--- config.mk ---
export PLATFORM = sky130hd
export DESIGN_NAME = regfile_wb_arbiter
export DESIGN_NICKNAME = d
export VERILOG_FILES = /design/src/rtl/regfile_wb_arbiter.sv
export SDC_FILE = /design/constraint.sdc
export NUM_CORES = 1
export LEC_CHECK = 0
export CORE_AREA = 2 2 95 97
export CTS_BUF_LIST = sky130_fd_sc_hd__clkbuf_4 sky130_fd_sc_hd__clkbuf_8
export CTS_CLUSTER_SIZE = 40
export DETAILED_ROUTE_END_ITERATION = 6
export DIE_AREA = 0 0 97 99
export PLACE_DENSITY = 0.79
export SETUP_SLACK_MARGIN = 0.05
export SKIP_LAST_GASP = 1
export SYNTH_ARGS = -nofsm -noshare
export SYNTH_HDL_FRONTEND = slang
export SYNTH_SLANG_ARGS = --single-unit
--- constraint.sdc ---
create_clock -name clk_i -period 2.6 [get_ports clk_i]
set_input_delay 0.52 -clock clk_i [delete_from_list [all_inputs] [get_ports clk_i]]
set_output_delay 0.52 -clock clk_i [all_outputs]
set_load 0.03 [all_outputs]
--- src/rtl/regfile_wb_arbiter.sv ---
// Round-robin arbiter sharing the register file write port among NREQ writeback sources,
// with a clear sequencer that zeroes every entry one address per cycle.
module regfile_wb_arbiter #(
  parameter int NREQ = 3,
  parameter int AW   = 5,
  parameter int DW   = 32,
  parameter int PW   = 4
) (
  input  logic                 clk_i,
  input  logic                 reset_n,
  input  logic [NREQ-1:0]      req_valid_i,
  output logic [NREQ-1:0]      req_ready_o,
  input  logic [NREQ*AW-1:0]   req_addr_i,
  input  logic [NREQ*DW-1:0]   req_data_i,
  input  logic [NREQ*PW-1:0]   req_pos_i,
  input  logic                 clear_i,
  output logic                 RegWrite_o,
  output logic [AW-1:0]        RDaddr_o,
  output logic [DW-1:0]        RDdata_o,
  output logic [PW-1:0]        is_pos_o,
  output logic                 busy_o
);

  localparam int PTRW = (NREQ > 1) ? $clog2(NREQ) : 1;

  typedef enum logic {ARB, CLEAR} state_t;

  state_t            state_q;
  logic [PTRW-1:0]   rr_ptr_q;
  logic [AW-1:0]     clr_cnt_q;

  logic [NREQ-1:0]   grant;
  logic [PTRW-1:0]   gnt_idx;
  logic              gnt_any;
  logic              hs;
  logic [AW-1:0]     sel_addr;
  logic [DW-1:0]     sel_data;
  logic [PW-1:0]     sel_pos;

  // Scan starts just past the last winner, so the last winner has lowest priority.
  always_comb begin
    int unsigned     idx;
    logic [PTRW-1:0] cand;
    grant   = '0;
    gnt_idx = '0;
    gnt_any = 1'b0;
    idx     = 0;
    cand    = '0;
    if (reset_n && (state_q == ARB) && !clear_i) begin
      for (int unsigned k = 1; k <= NREQ; k++) begin
        idx  = (32'(rr_ptr_q) + k) % NREQ;
        cand = PTRW'(idx);
        if (!gnt_any && req_valid_i[cand]) begin
          gnt_any = 1'b1;
          gnt_idx = cand;
        end
      end
      if (gnt_any) grant[gnt_idx] = 1'b1;
    end
  end

  assign req_ready_o = grant;
  assign hs          = |(req_valid_i & grant);

  always_comb begin
    sel_addr = req_addr_i[32'(gnt_idx)*AW +: AW];
    sel_data = req_data_i[32'(gnt_idx)*DW +: DW];
    sel_pos  = req_pos_i[32'(gnt_idx)*PW +: PW];
  end

  always_ff @(posedge clk_i) begin
    if (!reset_n) begin
      state_q    <= ARB;
      rr_ptr_q   <= PTRW'(NREQ - 1);
      clr_cnt_q  <= '0;
      RegWrite_o <= 1'b0;
      RDaddr_o   <= '0;
      RDdata_o   <= '0;
      is_pos_o   <= '0;
      busy_o     <= 1'b0;
    end else begin
      case (state_q)
        ARB: begin
          if (clear_i) begin
            state_q    <= CLEAR;
            clr_cnt_q  <= '0;
            RegWrite_o <= 1'b0;
            busy_o     <= 1'b1;
          end else if (hs) begin
            RegWrite_o <= 1'b1;
            RDaddr_o   <= sel_addr;
            RDdata_o   <= sel_data;
            is_pos_o   <= sel_pos;
            rr_ptr_q   <= gnt_idx;
          end else begin
            RegWrite_o <= 1'b0;
          end
        end
        CLEAR: begin
          RegWrite_o <= 1'b1;
          RDaddr_o   <= clr_cnt_q;
          RDdata_o   <= '0;
          is_pos_o   <= '0;
          clr_cnt_q  <= clr_cnt_q + 1'b1;
          if (clr_cnt_q == '1) begin
            state_q <= ARB;
            busy_o  <= 1'b0;
          end
        end
        default: begin
          state_q <= ARB;
          busy_o  <= 1'b0;
        end
      endcase
    end
  end

endmodule

Word-level counts from Yosys, hierarchy flattened. Index checks and enable logic that the tools add are counted.

Output and inout port bits: 46. Logic and storage cells: 85. Bits in registers: 51.

Add/subtract/negate cells: 4. $mul: 1. Bitwise gates (word level): 3. Shift-type cells: 3. Div/mod/pow operators: 3. Equality and inequality tests: 5. Reduce and logical (&&, ||, !) cells: 12. Magnitude comparators: 5. Multiplexer cells: 41.

Operators by type and width (count): modulo 32 x 2 -> 32 bit, second input constant (3); indexed part select 96 x 8 -> 32 bit (1); two-way mux 32 bit (2); case mux 32 bit (2 select lines) (1); case mux 5 bit (2 select lines) (2); two-way mux 1 bit (16); two-way mux 5 bit (3); indexed part select 15 x 6 -> 5 bit (1); < comparator 2 x 3 -> 1 bit, second input constant (4); indexed part select 12 x 5 -> 4 bit (1); two-way mux 2 bit (5); two-way mux 4 bit (2); case mux 4 bit (2 select lines) (1); adder 2 x 2 -> 3 bit, second input constant (2); binary-select mux 1 bit (select 2 bit) (3); two-way mux 3 bit (2); != test 2 bit, second input constant (3); case mux 1 bit (2 select lines) (3); adder 5 x 1 -> 5 bit, second input constant (1); == test 5 bit, second input constant (1); logical AND 1 bit (5); multiplier 2 x 3 -> 5 bit, second input constant (1); AND reduction 2 bit (2); adder 2 x 1 -> 3 bit, second input constant (1); 8 further kinds (11).

Logic depth before layout (Yosys ltp). Gate-level depths: netlist of run 1.

Depth after elaboration: 25. Gate-level depth with buffers: 10.

Least setup slack after synthesis of run 1. No wires, ideal clock.

Path kind: reg2out. Start: reg rr_ptr_q[0]. End: out req_ready_o[2]. Data required time: 2080 ps. Slack: -19 ps. Arrival: 2099 ps. Stages on the path, launching flop included: 8. Path through: dfxtp_1 -> inv_1 -> ha_1 -> buf_2 -> nor2b_1 -> o211ai_1 -> buf_2 -> a21boi_0.

Cells in the longest elaborated chain, start to end: 20.

RTL lines: start: declaration (line 29) `logic [PTRW-1:0] rr_ptr_q;`; start signal: assignment (line 74) `rr_ptr_q <= PTRW'(NREQ - 1);`; start signal: assignment (line 94) `rr_ptr_q <= gnt_idx;`; adder 2 x 1 -> 3 bit (line 51) `idx = (32'(rr_ptr_q) + k) % NREQ;`; modulo 32 x 2 -> 32 bit (line 51); binary-select mux 1 bit (select 2 bit) (line 53) `if (!gnt_any && req_valid_i[cand]) begin`; two-way mux 1 bit (not written as such) (line 53); two-way mux 1 bit (line 53); two-way mux 1 bit (line 49) `if (reset_n && (state_q == ARB) && !clear_i) begin`; zero test 1 bit (line 53); logical AND 1 bit (line 53); [... 4 more ...]; two-way mux 2 bit (line 53); two-way mux 2 bit (line 49); < comparator 2 x 3 -> 1 bit (not written as such) / >= comparator 2 x 1 -> 1 bit (equally long branches) (line 58) `if (gnt_any) grant[gnt_idx] = 1'b1;`; logical AND 1 bit (not written as such) (line 58); two-way mux 1 bit (not written as such) (line 58); demux 1 bit (select 2 bit) (line 58); two-way mux 3 bit * (line 58); two-way mux 3 bit * (line 49); end: declaration (line 12) `output logic [NREQ-1:0] req_ready_o,`.

Mark *: on every way between the ends. The rest lies on a longest branch, timed or not. The select of a mux whose other input is x is not followed.

Worst setup path in the final report of run 1.
Start: reg rr_ptr_q[0]. End: out req_ready_o[0].

Same word-level chain as after synthesis.

==> results of run 1 <==
==> stage by stage <==
step | TNS, ns | setup slack, ns
CTS | 0 | 0.0624
detailed placement | -0.153 | -0.0386
global placement | 0 | 0.0114
finish | 0 | 0.0896
global route | 0 | 0.0294
floorplan | 0 | 0.0935
==> synth_stat cells (2+ instances only) <==
cell type,instances
dfxtp_1,51
o21ai_0,49
nand2_1,47
nor2_1,46
o2bb2ai_1,39
o221ai_1,36
o31ai_1,35
clkbuf_1,25
buf_2,11
a21oi_1,7
ha_1,6
nand3_1,6
nor2b_1,6
o21ai_1,6
buf_6,5
nor3b_1,5
o221a_2,5
a32oi_1,4
inv_1,4
o21a_1,3
a21boi_0,2
a22oi_1,2
mux2i_1,2
nand2b_1,2
nand3b_1,2
o21bai_1,2
==> routing by layer <==
metal	up-vias	wire length [um]	part of all wire
met1	2059	5400	0.40
met4	0	380	0.028
met2	239	6580	0.49
met5	-	0	0
met3	30	1050	0.079
li1	1991	-	-
==> final timing paths <==
| path | from | to | slack [ns] |
|---|---|---|---|
| worst min-delay path | RDdata_o[0] | RDdata_o[0] | 0.46 |
| worst max-delay path | rr_ptr_q[0] | req_ready_o[0] | 0.09 |
| worst max register to register | rr_ptr_q[0] | RDdata_o[6] | 0.31 |
| worst min register to register | RDdata_o[0] | RDdata_o[0] | 0.46 |
==> kinds of logic after synthesis <==
kind of cell,after synthesis,synth area share
muxes,3,0.00928
adders and majority gates,6,0.0223
and+or+nand+nor,119,0.154
xor gates and xnor gates,1,0.00260
DFF,51,0.303
buffers and inverters,47,0.0675
AOI/OAI and AO/OA,200,0.442
==> critical path: stages, from the launching register on <==
cell      delay [ns]
dfxtp_4         0.36
buf_4           0.15
ha_4            0.18
a21bo_2         0.20
a31o_4          0.25
o21bai_1        0.17
a21oi_2         0.20
buf_6           0.16
==> power breakdown <==
part,internal (mW),switching [mW]
Sequential,0.842,0.0381
Combinational,0.529,0.534
Clock,0.200,0.294
==> final cells by class <==
cell class	count	area [um^2]
Multi-Input combinational cell	329	2210
Timing Repair Buffer	208	2050
Clock inverter	2	12.5
Tap cell	108	135
Sequential cell	51	1030
Fill cell	755	3020
Inverter	5	18.8
Clock buffer	6	76.3
==> state kept, by name, summed over array words and instances (netlist names) <==
| signal | flops |
|---|---|
| state_q | 1 |
| clr_cnt_q | 5 |
| RegWrite_o | 1 |
| rr_ptr_q | 2 |
| busy_o | 1 |
| is_pos_o | 4 |
| RDdata_o | 32 |
| RDaddr_o | 5 |
==> repair_timing <==
item	4_1_cts	5_1_grt
endpoints found under the hold margin	0	0
gates resized for setup	8	16
setup buffers	1	2
gates cloned	0	0
pin swaps	1	5
setup endpoints to repair	3	3
==> flow_summary_export.csv, run 1 <==
group,metric,value,unit
run_status,outcome,"finished, final reports clean",
final_layout,layout_commonest_cell,"clkdlybuf4s50_1",
global_routing,overflow,0,
worst_setup_path,cp_max_fo,8,
placed_design,place_hpwl,9490,um
placed_design,place_congestion,0.918,
timing,finClkSkew,0.0106,ns
detailed_routing,drt_iter0_drc,230,
clock_tree,clk_pin_slew,0.11,ns
timing,rsz0062_at_grt,"true",
detailed_routing,ant_nets,0,
yosys,syn_inst,427,
detailed_routing,drtPass1Iterations,4,
clock_tree,insertion_delay,0.32,ns
flow_run,maxCapViolCount,0,
floorplan,die_h,99,um
floorplan,initial_core_util,0.394,
global_routing,grt_max_degree,41,
timing,setup_viol,0,
yosys,yosys_warnings,0,
yosys,yosysSeqAreaShare,0.303,
timing,tightest_slew,0.507,ns
worst_setup_path,cp-end-kind,"primary output",
worst_setup_path,required,2.08,ns
yosys,synth_area_leaders,"dfxtp_1 (30%), o2bb2ai_1 (10%), o221ai_1 (9.4%)",
final_layout,utilization,0.647,
worst_hold_path,worst_hold_path_type,"reg2reg",
yosys,yosysUniqueCellTypes,45,
floorplan,core_area,8550,um^2
global_routing,grt_busiest_layer,"met2",
pwr,power,2.44,mW
detailed_routing,routed_wl,13400,um
floorplan,die_area,9600,um^2
placed_design,dpl-instance-area,5330,um^2
timing,hold_viol,0,
yosys,synth_area_per_cell,7.90,um^2
worst_setup_path,path_class,"reg2out",
final_layout,layout_common_cells,"clkdlybuf4s50_1 (168), dfxtp_1 (49), o21ai_0 (49)",
timing,slew_headroom,0.658,
timing,post-route-period-util,0.966,
placed_design,dp.cells,698,
final_layout,final_cells,709,
clock_tree,cts.sinks,51,
placed_design,io_buffers,174,
detailed_routing,vias,4319,
worst_hold_path,hold_depth,2,
detailed_routing,wl_per_cell,18.9,um
yosys,synthesis.area,3370,um^2
detailed_routing,vias_per_cell,6.09,
global_routing,grt_util_met2,0.472,
yosys,yosys_most_used_dff,"dfxtp_1",
yosys,synth_top_area_frac,0.303,
timing,fin_crit,2.51,ns
clock_tree,cts_tree,"done",
yosys,async_flop_share,0,
yosys,synth_fp_nets,562,
global_routing,grt_pass1_vias,4252,
final_layout,n_antenna_cell,0,
clock_tree,cts_buffer_depth,2,
timing,hold_ws,0.459,ns
global_routing,antenna_found_initial,0,
clock_tree,holdBufCountCts,0,
yosys,yosysTopAreaCell,"dfxtp_1",
global_routing,use_met1,0.324,
global_routing,grt_first_pass_wirelength,21300,um
yosys,synth-seq-cells,51,
clock_tree,cts_root_buffer,"clkbuf_8",
pwr,power_density,440,nW/um^2
worst_setup_path,arrival,1.99,ns
worst_setup_path,r2r_cells,10,
timing,fmax,398,MHz
final_layout,post-route-cell-area,5530,um^2
clock_tree,cts-buffers-inserted,5,
floorplan,num_rows,34,
global_routing,grtUsageTotal,0.269,
final_layout,fin_nets,735,
clock_tree,htree_levels,2,
final_layout,area_growth,64.1,%
yosys,synth_edf_count,0,
detailed_routing,drcViolationCount,0,
timing,drv_slew,0,
global_routing,grtUsageMet3,0.0596,
floorplan,boundaryPins,175,
final_layout,drive_gt1_frac,0.120,
floorplan,die_w,97,um
pwr,leakage,1.95,nW
worst_setup_path,setup.worst_path.start_class,"register",
pwr,peakVddDrop,0.242,mV
Note: power is estimated with default switching activity, not from simulation.
==> run 2: changes to the inputs <==
- clock period: 2.6 -> 2.8 ns (I/O delays scaled with it)
==> run 2 against run 1 <==
Count of clock-buffer cells in the layout unchanged. Final cell count down 0.99%. First-iteration DRC count shrank 27%. Highest routed layer unchanged. Largest cell class unchanged. Critical path depth grew 1. Design area down 2.1%. Wire length decreased by 4.2%.
==> flow_summary_export.csv, run 2 (synthesis results as in run 1) <==
group,metric,value,unit
run_status,outcome,"finished, final reports clean",
floorplan,core_area,8550,um^2
clock_tree,holdBufCountCts,0,
global_routing,overflow,0,
pwr,peakVddDrop,0.178,mV
timing,rsz0062_at_grt,"true",
worst_hold_path,worst_hold_path_type,"reg2reg",
global_routing,grt_util_met2,0.463,
final_layout,fin_nets,729,
placed_design,io_buffers,174,
final_layout,final_cells,702,
final_layout,drive_gt1_frac,0.0993,
timing,fmax,374,MHz
timing,post-route-period-util,0.955,
floorplan,die_h,99,um
timing,fin_crit,2.67,ns
floorplan,boundaryPins,175,
pwr,clkPwrFrac,0.200,
detailed_routing,drtPass1Iterations,5,
detailed_routing,routed_wl,12800,um
worst_setup_path,path_class,"in2out",
final_layout,largest_reg_flops,32,
global_routing,antenna_found_initial,0,
final_layout,area_growth,60.6,%
global_routing,grt_pass1_vias,4205,
clock_tree,cts_tree,"done",
clock_tree,clk_pin_slew,0.09,ns
detailed_routing,ant_nets,0,
placed_design,place_hpwl,9000,um
clock_tree,insertion_delay,0.31,ns
detailed_routing,vias,4165,
pwr,switching_share,0.345,
pwr,power.switching,0.767,mW
worst_setup_path,r2r_cells,8,
final_layout,layout_commonest_cell,"clkdlybuf4s50_1",
timing,drv_slew,0,
global_routing,grt_busiest_layer,"met2",
timing,slew_headroom,0.688,
placed_design,place_congestion,0.880,
clock_tree,cts.sinks,51,
floorplan,die_area,9600,um^2
clock_tree,cts-buffers-inserted,5,
placed_design,dp.cells,694,
final_layout,largest-register,"RDdata_o",
clock_tree,cts_root_buffer,"clkbuf_8",
timing,hold_viol,0,
timing,finClkSkew,0.00935,ns
final_layout,reg_top3,"RDdata_o (32), RDaddr_o (5), clr_cnt_q (5)",
timing,tightest_slew,0.461,ns
floorplan,initial_core_util,0.394,
final_layout,layout_common_cells,"clkdlybuf4s50_1 (171), dfxtp_1 (50), o21ai_0 (49)",
floorplan,num_rows,34,
worst_setup_path,cp-end-kind,"primary output",
detailed_routing,drcViolationCount,0,
global_routing,grtUsageMet3,0.0511,
detailed_routing,wl_per_cell,18.3,um
global_routing,use_met1,0.316,
final_layout,n_antenna_cell,0,
worst_hold_path,hold_depth,2,
worst_setup_path,arrival,2.11,ns
pwr,comb_power_share,0.433,
global_routing,grt_max_degree,42,
clock_tree,cts_buffer_depth,2,
global_routing,grtUsageTotal,0.260,
global_routing,grt_first_pass_wirelength,20700,um
detailed_routing,drt_iter0_drc,169,
timing,setup_viol,0,
pwr,power_density,410,nW/um^2
worst_setup_path,required,2.24,ns
floorplan,die_w,97,um
worst_setup_path,setup.worst_path.start_class,"primary input",
clock_tree,htree_levels,2,
pwr,leakage,1.88,nW
pwr,cellInternalPower,1.45,mW
timing,tns,0,ns
pwr,p_seq_frac,0.368,
flow_run,maxCapViolCount,0,
detailed_routing,vias_per_cell,5.93,
worst_setup_path,cp_max_fo,5,
run 2: cell count changes in the layout (fill, tap and decap cells not counted), moves of 2 or more:
| cell | delta |
|---|---|
| buf_4 | -3 |
| buf_6 | -2 |
| clkdlybuf4s50_1 | +3 |
| dfxtp_4 | -2 |
| dlymetal6s2s_1 | -3 |
| ha_1 | +2 |
| ha_4 | -2 |
run 2: critical path, stage by stage:
cell             delay (ns)
clkdlybuf4s50_1        0.49
nor2b_1                0.18
o21ai_2                0.17
buf_4                  0.15
nand2_1                0.08
o21bai_2               0.18
and2_1                 0.15
buf_4                  0.15
run 2: repair_timing:
item / CTS / global route
resized for setup: 3 / 5
pin swaps: 0 / 1
endpoints found under the setup margin: 2 / 3
cloned: 0 / 0
setup buffers: 0 / 1
run 2: layer usage:
| layer | part of all wire | vias up | wire length [um] |
|---|---|---|---|
| li1 | - | 1973 | - |
| met2 | 0.50 | 214 | 6400 |
| met1 | 0.41 | 1961 | 5300 |
| met4 | 0.017 | 0 | 214 |
| met3 | 0.073 | 17 | 937 |
| met5 | 0 | - | 0 |
run 2: through the flow:
step | worst slack, ns | cell area (um^2) | total power, mW | util | hold slack (ns)
detailed placement | 0.111 | 5300 | 1.78 | 0.619 | 0.441
floorplan | 0.141 | 3370 | 1.33 | - | 0.479
finish | 0.126 | 5420 | 2.22 | 0.633 | 0.455
global placement | 0.111 | 5300 | 1.76 | 0.619 | 0.433
global route | 0.0175 | 5420 | 2.34 | 0.633 | 0.484
CTS | 0.0629 | 5390 | 2.22 | 0.630 | 0.459
run 2: final cells by class:
type                            instances  area [um^2]
Clock inverter                          1         5.00
Tap cell                              108          135
Clock buffer                            6         82.6
Sequential cell                        51         1020
Multi-Input combinational cell        329         2170
Inverter                                5         18.8
Fill cell                             740         3140
Timing Repair Buffer                  202         1980
run 2: power groups by stage:
stage               logic, mW  clock network (mW)  registers [mW]
floorplan               0.401                   0           0.933
global placement        0.925                   0           0.830
detailed placement      0.945                   0           0.832
CTS                     0.949               0.458           0.816
global route             1.03               0.488           0.822
finish                  0.960               0.443           0.816
run 2: worst paths after layout:
kind	from	endpoint	slack, ns
setup reg to reg	rr_ptr_q[1]	rr_ptr_q[1]	0.39
setup / recovery	req_valid_i[2]	req_ready_o[1]	0.13
hold reg to reg	RDdata_o[22]	RDdata_o[22]	0.45
hold / removal	RDdata_o[22]	RDdata_o[22]	0.45
==> run 3: changes to the inputs <==
- REMOVE_ABC_BUFFERS: not set -> 1
- SLEW_MARGIN: not set -> 20
==> run 3 against run 2 <==
Flip-flop and latch count is the same. Count of clock-buffer cells in the layout is the same. Design area grew 0.86%. Final cell count is the same. Sequential share of layout area shrank 0.16 points. Power grew 1.9%. Register-to-register slack lost 0.04 ns. Largest power group unchanged.
==> flow_summary_export.csv, run 3 (synthesis results as in run 1) <==
group,metric,value,unit
clock_tree,cts.sinks,51,
timing,fin_crit,2.62,ns
floorplan,initial_core_util,0.394,
timing,post-route-period-util,0.936,
clock_tree,cts_buffer_depth,2,
detailed_routing,drt_iter0_drc,210,
final_layout,area_growth,62.0,%
global_routing,overflow,0,
global_routing,grt_max_degree,42,
timing,tightest_slew,0.694,ns
detailed_routing,drcViolationCount,0,
floorplan,core_area,8550,um^2
final_layout,post-route-cell-area,5460,um^2
timing,postLayoutSetupSlackWorst,0.180,ns
detailed_routing,wl_per_cell,18.4,um
timing,slew_headroom,0.535,
clock_tree,cts_tree,"done",
worst_setup_path,arrival,2.06,ns
final_layout,reg_top3,"RDdata_o (32), RDaddr_o (5), clr_cnt_q (5)",
detailed_routing,routed_wl,12900,um
clock_tree,insertion_delay,0.30,ns
final_layout,largest-register,"RDdata_o",
placed_design,place_hpwl,9060,um
worst_hold_path,worst_hold_path_type,"reg2reg",
timing,hold_viol,0,
worst_setup_path,required,2.24,ns
pwr,power_density,414,nW/um^2
clock_tree,clk_pin_slew,0.10,ns
final_layout,fin_nets,728,
final_layout,fill_cells,748,
worst_setup_path,r2r-start,"rr_ptr_q[1]",
timing,setup_viol,0,
detailed_routing,vias,4233,
worst_setup_path,cp-end-kind,"primary output",
floorplan,die_h,99,um
placed_design,dp_worst_setup_slack,0.0114,ns
pwr,peakVddDrop,0.225,mV
global_routing,grtUsageTotal,0.259,
global_routing,antenna_found_initial,0,
final_layout,drive_gt1_frac,0.0960,
worst_hold_path,hp-start,"RDdata_o[15]",
timing,fmax,382,MHz
floorplan,die_area,9600,um^2
detailed_routing,vias_per_cell,6.03,
global_routing,grt_pass1_vias,4292,
timing,rsz0062_at_grt,"false",
pwr,power,2.26,mW
timing,drv_slew,0,
global_routing,grt_first_pass_wirelength,20700,um
worst_setup_path,startpoint,"rr_ptr_q[1]",
final_layout,final_cells,702,
detailed_routing,ant_nets,0,
clock_tree,htree_levels,2,
flow_run,maxCapViolCount,0,
placed_design,dpl-instance-area,5340,um^2
worst_setup_path,setup.worst_path.start_class,"register",
floorplan,die_w,97,um
final_layout,layout_commonest_cell,"clkdlybuf4s50_1",
run_status,outcome,"finished, final reports clean",
placed_design,io_buffers,174,
placed_design,dp.cells,693,
floorplan,boundaryPins,175,
final_layout,layout_common_cells,"clkdlybuf4s50_1 (171), dfxtp_1 (50), o21ai_0 (49)",
clock_tree,cts_root_buffer,"clkbuf_8",
floorplan,num_rows,34,
final_layout,n_antenna_cell,0,
worst_setup_path,cp_max_fo,9,
clock_tree,cts-buffers-inserted,5,
worst_setup_path,path_class,"reg2out",
pwr,leakage,1.90,nW
detailed_routing,drtPass1Iterations,5,
timing,finClkSkew,0.00455,ns
timing,tns,0,ns
final_layout,largest_reg_flops,32,
placed_design,place_congestion,0.880,
[run 3: area by class of cell]
class | count | area [um^2] | area share
inverter | 5 | 18.8 | 0.00344
clock buffer | 6 | 82.6 | 0.0151
timing repair buffer | 201 | 2020 | 0.371
multi-input combinational | 329 | 2160 | 0.396
tap | 108 | 135 | 0.0247
sequential | 51 | 1020 | 0.187
clock inverter | 2 | 16.3 | 0.00298
[run 3: worst paths after layout]
kind                     to  slack (ns)  depth (start not counted)
max          req_ready_o[1]        0.18                          8
min            RDdata_o[15]        0.46                          2
max reg2reg    RDdata_o[14]        0.35                          9
min reg2reg    RDdata_o[15]        0.46                          2
[run 3: metal layers]
metal  GRT usage  part of all wire  up-vias
met2       0.464              0.51      200
met5           0                 0        -
met3      0.0560             0.082       14
li1            -                 -     1979
met1       0.307              0.39     2040
met4      0.0856             0.015        0
[run 3: metrics by stage]
step,utilization,hold WS [ns]
floorplan,-,0.479
global placement,0.624,0.434
detailed placement,0.624,0.438
CTS,0.636,0.457
global route,0.639,0.472
finish,0.639,0.455
[run 3: where the power goes]
group	leakage, nW	internal (mW)	total, mW	switching, mW
Sequential	0.418	0.783	0.818	0.0345
Combinational	1.44	0.484	0.971	0.487
Clock	0.0474	0.203	0.473	0.270
Total	1.90	1.47	2.26	0.792
[run 3: repair_timing]
action,CTS,global route
setup buffers,0,1
resized for setup,2,4
endpoints found under the hold margin,0,0
hold buffers,0,0
setup endpoints to repair,1,3
pin swaps,0,1
[run 3: worst max-delay path, cell delays in order, from the launching register on]
cell      delay (ns)
dfxtp_1         0.43
inv_1           0.10
ha_2            0.23
a21bo_2         0.21
a31o_4          0.27
nand2_1         0.08
o21bai_1        0.10
and2_1          0.17
buf_4           0.16
